`src/rtl/input_unit.sv`:
```
// rtl/input_unit.sv - router input port: flit FIFO, routing request and switch-allocation sequencing
//
// Purpose: buffers single-flit packets from upstream, asks the routing computer
// for an output mask for the head flit, requests the switch for every port in
// that mask, and returns one credit upstream per flit leaving the buffer.
//
// Ports:
//   clk, rst         clock (rising edge) and asynchronous active-low reset
//   in_valid/in_data upstream flit, written when the buffer has room
//   credit_out       one-cycle pulse, one per dequeued flit
//   rc_en            high for the single RC cycle of each head flit
//   rc_direction     this unit's input port (parameter)
//   rc_route_info/rc_route_addr  routing fields of the head flit
//   route_port       output mask from the routing computer (combinational)
//   sa_req/sa_grant  per-output-port switch request / grant
//   out_data         head flit presented to the crossbar
//   drop_pulse       head flit discarded because its mask was empty
//   overflow         sticky: a flit arrived while the buffer was full

`ifndef ROUTER_INFO_WIDTH
`define ROUTER_INFO_WIDTH 2
`endif
`ifndef ROUTER_ADDR_WIDTH
`define ROUTER_ADDR_WIDTH 4
`endif
`ifndef ROUTER_DATA_WIDTH
`define ROUTER_DATA_WIDTH 8
`endif
`ifndef DIRECTION
`define DIRECTION 5
`endif
`ifndef DIR_WIDTH
`define DIR_WIDTH 3
`endif
`ifndef DIR_LOCAL
`define DIR_LOCAL 3'd4
`endif

module input_unit #(
  parameter logic [`DIR_WIDTH-1:0] direction = `DIR_LOCAL,
  parameter int BUF_DEPTH = 4
) (
  input  logic                                clk,
  input  logic                                rst,
  input  logic                                in_valid,
  input  logic [`ROUTER_INFO_WIDTH+`ROUTER_ADDR_WIDTH+`ROUTER_DATA_WIDTH-1:0] in_data,
  output logic                                credit_out,
  output logic                                rc_en,
  output logic [`DIR_WIDTH-1:0]               rc_direction,
  output logic [`ROUTER_INFO_WIDTH-1:0]       rc_route_info,
  output logic [`ROUTER_ADDR_WIDTH-1:0]       rc_route_addr,
  input  logic [`DIRECTION-1:0]               route_port,
  output logic [`DIRECTION-1:0]               sa_req,
  input  logic [`DIRECTION-1:0]               sa_grant,
  output logic [`ROUTER_INFO_WIDTH+`ROUTER_ADDR_WIDTH+`ROUTER_DATA_WIDTH-1:0] out_data,
  output logic                                drop_pulse,
  output logic                                overflow
);

  localparam int FLIT_W = `ROUTER_INFO_WIDTH + `ROUTER_ADDR_WIDTH + `ROUTER_DATA_WIDTH;
  localparam int PTR_W  = $clog2(BUF_DEPTH);
  localparam int CNT_W  = PTR_W + 1;

  typedef enum logic [1:0] {IDLE, RC, SA} state_t;

  logic [FLIT_W-1:0]     mem [BUF_DEPTH];
  logic [PTR_W-1:0]      wr_ptr;
  logic [PTR_W-1:0]      rd_ptr;
  logic [CNT_W-1:0]      count;
  logic [`DIRECTION-1:0] pending;
  logic [`DIRECTION-1:0] pending_next;
  logic [FLIT_W-1:0]     head;
  state_t                state;

  logic full;
  logic wr_en;
  logic drop;
  logic sa_done;
  logic deq;

  // Fullness uses the pre-edge count, so a full buffer refuses a write even
  // when the head leaves on the same edge.
  assign full    = (count == CNT_W'(BUF_DEPTH));
  assign wr_en   = in_valid && !full;

  // Grant bits outside the pending mask fall away in the AND.
  assign pending_next = pending & ~sa_grant;
  assign drop    = (state == RC) && (route_port == '0);
  assign sa_done = (state == SA) && (pending_next == '0);
  assign deq     = drop || sa_done;

  assign head          = mem[rd_ptr];
  assign out_data      = head;
  assign rc_route_info = head[FLIT_W-1 -: `ROUTER_INFO_WIDTH];
  assign rc_route_addr = head[FLIT_W-`ROUTER_INFO_WIDTH-1 -: `ROUTER_ADDR_WIDTH];
  assign rc_direction  = direction;
  assign drop_pulse    = drop;

  // pending is non-zero only while in SA, so it doubles as the request vector.
  assign sa_req = pending;

  // Storage is not reset; pointers and count define what is valid.
  always_ff @(posedge clk) begin
    if (wr_en) begin
      mem[wr_ptr] <= in_data;
    end
  end

  always_ff @(posedge clk or negedge rst) begin
    if (!rst) begin
      wr_ptr     <= '0;
      rd_ptr     <= '0;
      count      <= '0;
      pending    <= '0;
      overflow   <= 1'b0;
      credit_out <= 1'b0;
      rc_en      <= 1'b0;
      state      <= IDLE;
    end else begin
      if (wr_en) wr_ptr <= wr_ptr + PTR_W'(1);
      if (deq)   rd_ptr <= rd_ptr + PTR_W'(1);

      case ({wr_en, deq})
        2'b10:   count <= count + CNT_W'(1);
        2'b01:   count <= count - CNT_W'(1);
        default: count <= count;
      endcase

      credit_out <= deq;
      if (in_valid && full) overflow <= 1'b1;

      rc_en <= 1'b0;
      case (state)
        IDLE: begin
          if (count != '0) begin
            state <= RC;
            rc_en <= 1'b1;
          end
        end
        RC: begin
          if (drop) begin
            state <= IDLE;
          end else begin
            pending <= route_port;
            state   <= SA;
          end
        end
        SA: begin
          pending <= pending_next;
          if (pending_next == '0) state <= IDLE;
        end
        default: begin
          pending <= '0;
          state   <= IDLE;
        end
      endcase
    end
  end

endmodule

```
`config.mk`:
```
export PLATFORM = sky130hd
export DESIGN_NAME = input_unit
export DESIGN_NICKNAME = d
export VERILOG_FILES = /design/src/rtl/input_unit.sv
export SDC_FILE = /design/constraint.sdc
export NUM_CORES = 1
export LEC_CHECK = 0
export CAP_MARGIN = 20
export CORE_MARGIN = 1
export CORE_UTILIZATION = 45
export DETAILED_ROUTE_END_ITERATION = 10
export GPL_TIMING_DRIVEN = 0
export PLACE_DENSITY = 0.71
export SLEW_MARGIN = 30
export SYNTH_ARGS = -nofsm -noshare
export SYNTH_HDL_FRONTEND = slang
export SYNTH_SLANG_ARGS = --single-unit
```
`constraint.sdc`:
```
create_clock -name clk -period 3.5 [get_ports clk]
set_clock_uncertainty 0.2 [all_clocks]
set_input_delay 1.05 -clock clk [delete_from_list [all_inputs] [get_ports clk]]
set_output_delay 1.05 -clock clk [all_outputs]
set_load 0.01 [all_outputs]
```
==> impl_metrics.tcl <==
set metrics [dict create \
    status "complete, no violations" \
    p_sw_mw 1.02 \
    cp.required_ns 2.25 \
    layout_commonest_cell "edfxtp_1" \
    drtPass1Iterations 4 \
    relSlewSlack_pct 47.4 \
    worstHoldPathType "register to register" \
    grt_start_max_net_pins 18 \
    holdWs_ns 0.282 \
    min_from "overflow$_DFFE_PN0P_" \
    layout-drive-gt1-share_pct 22.0 \
    setup-tns-final_ns 0 \
    timing.final.crit_share_pct 98.4 \
    clkSinkCount 73 \
    path_buf_inv 3 \
    hold_buffers 0 \
    first_global_vias 1795 \
    placed_cells_incl_taps 313 \
    clock_path_buffers 2 \
    wirelength_um 5330 \
    place_ws_ns -0.671 \
    clockRootBuffer "clkbuf_8" \
    die_y_um 85.1 \
    area_growth_pct 27.1 \
    track_usage_pct 16.6 \
    rr_worst_depth 12 \
    swShare_pct 31.9 \
    synthCells 180 \
    drtIter0Drc 50 \
    initial_utilization_pct 47.9 \
    placed_area_mm2 0.00376 \
    worst_slew_pin_slew_ns 0.787 \
    ir_drop_mv 0.377 \
    rsz0062_at_grt "no" \
    endpoint_kind "output port" \
    cellPowerDensity_mw_per_mm2 811 \
    ant_nets 0 \
    holdPathEnd "overflow$_DFFE_PN0P_" \
    crit_fanout 2 \
    setup_viol 0 \
    yosysUniqueCellTypes 34 \
    viasPerCell 5.23 \
    grt_overflow 0 \
    yosys_warnings 0 \
    via_count 1731 \
    syn_area_per_cell_um2 17.3 \
    leakage_nw 1.47 \
    final.min_clock_period_ns 3.45 \
    post_drt_wl_per_cell_um 16.1 \
    antenna_found_initial 0 \
    p_clk_share_pct 17.1 \
    critical-path-slowest-cell "or4_4" \
    p_comb_share_pct 43.1 \
    yosys-top-cells-area "edfxtp_1 54%, dfrtp_1 14%, mux4_2 10%" \
    timing.rr.end "count[2]$_DFFE_PN0P_" \
    cpLargestDelayFamily "simple AND/OR/NAND/NOR gates" \
    clock_latency_ns 0.34 \
    dp_hpwl_um 3660 \
    io_pins 59 \
    max_stage_delay_ns 0.51 \
    layout.cells.non_filler 331 \
    p_int_mw 2.18 \
    synth_largest_area_cell "edfxtp_1" \
    max_cap_violations 0 \
    p_seq_share_pct 39.7 \
    synth_top_area_share_pct 54.1 \
    critPathArrivalTime_ns 2.20 \
    ys_ff_latch 73 \
    routabilityCongestion 0.830 \
    worstPathCellList "dlygate4sd2_1 > or4_4 > nor3_4 > buf_6 > buf_6" \
    die-width_um 85.1 \
    n_antenna_cell 0 \
    holdPathStages 1 \
    clkTransAtPathRegs_ns 0.07 \
    slew_viol_final 0 \
    grt_pass1_wl_um 8860 \
    hold_viol_final 0 \
    start_kind "primary input" \
    crit_top_cell "buf_6" \
    cts_buffers 9 \
    fp.coreArea_mm2 0.00649 \
    seq_area_frac_synth_pct 67.8 \
    std_cell_rows 29 \
    total_power_mw 3.20 \
    reg2reg_from "state[1]$_DFFE_PN0P_" \
    finalWorstSetupSlack_ns 0.0548 \
    final_cell_mix "56 x edfxtp_1, 50 x clkdlybuf4s50_1, 17 x dfrtp_1" \
    cts_tree "done" \
    synth_area_mm2 0.00311 \
    fin_area_mm2 0.00395 \
    drc_errors 0 \
    htree_levels 3 \
    rrSetupSlack_ns 0.78 \
    dieArea_mm2 0.00725 \
    crit_type "primary input to output port" \
    port_buffers 55 \
    utilization_pct 60.8 \
    nNetsFinal 285 \
    timing.fmax_mhz 290 \
]
repair_timing:
| action | in CTS | in global routing |
|---|---|---|
| hold endpoints to repair | 0 | 0 |
| pin swaps | 2 | 1 |
| setup endpoints to repair | 15 | 2 |
| buffers inserted | 3 | 0 |
| gates resized for setup | 12 | 2 |
cell usage after synthesis, drive strengths merged:
cell type  count
nand2          3
or4            1
o21ai          8
a31o           2
nor2b          1
inv           12
a41oi          1
edfxtp        56
mux4          14
fa             1
nor4           1
buf           13
mux2i          2
nor3           3
a21boi         1
and2           4
a21oi          1
a211o          1
o211a          1
a22oi          5
xor2           2
and2b          5
nor2           3
o41ai          5
conb           2
xnor2          4
clkbuf         2
ha             8
o211ai         1
dfrtp         17
power by group through the flow:
stage                     logic (mW)  registers (mW)  clock network [mW]
after floorplan                0.820            1.28                   0
after global placement          1.38            1.28                   0
after detailed placement        1.39            1.29                   0
after CTS                       1.39            1.28               0.560
after global routing            1.51            1.30               0.596
final                           1.38            1.27               0.549
layout make-up:
class | instances | area (um^2)
fill | 480 | 2540
sequential | 73 | 2110
multi-input combinational | 81 | 858
timing repair buffer | 58 | 572
clock buffer | 10 | 128
buffer | 14 | 110
tap | 77 | 96.3
inverter | 12 | 45.0
clock inverter | 6 | 35.0
sequential cells by signal, summed over array words and instances (netlist names):
register and count:
mem 56, wr_ptr 2, overflow 1, count 3, sa_req 5, rd_ptr 2, state 2, rc_en 1
credit_out 1
how the worst max path moves through the flow:
| stage | startpoint | endpoint | depth (start not counted) | slack [ns] |
|---|---|---|---|---|
| 5_1_grt | rd_ptr[1]$_DFFE_PN0N_ | rc_route_info[0] | 4 | 0.002 |
| 4_1_cts | route_port[2] | drop_pulse | 5 | 0.02 |
| 3_3_place_gp | route_port[1] | drop_pulse | 5 | -0.67 |
| 3_5_place_dp | route_port[1] | drop_pulse | 5 | -0.67 |
| 2_1_floorplan | route_port[1] | count[2]$_DFFE_PN0P_ | 9 | 0.35 |
| 6_report | route_port[2] | drop_pulse | 5 | 0.05 |
cell families (layout without fill, tap and decap cells):
group	Yosys count	in the layout	synth area share, %
compound gates	26	26	6.00
xor+xnor	6	6	1.69
fa+ha+maj	9	9	3.86
buf+inv	27	100	5.11
flops	73	73	67.8
mux	16	16	10.8
other cells	2	3	0.242
simple gates	21	21	4.55
routing by layer:
metal / track usage (%) / up-vias / part of all wire, %
met5: 0 / - / 0
met4: 9.71 / 0 / 2.3
met3: 3.50 / 8 / 3.9
met2: 25.9 / 45 / 48
met1: 21.8 / 860 / 45
li1: - / 818 / -
(Power assumes the default switching activity.)
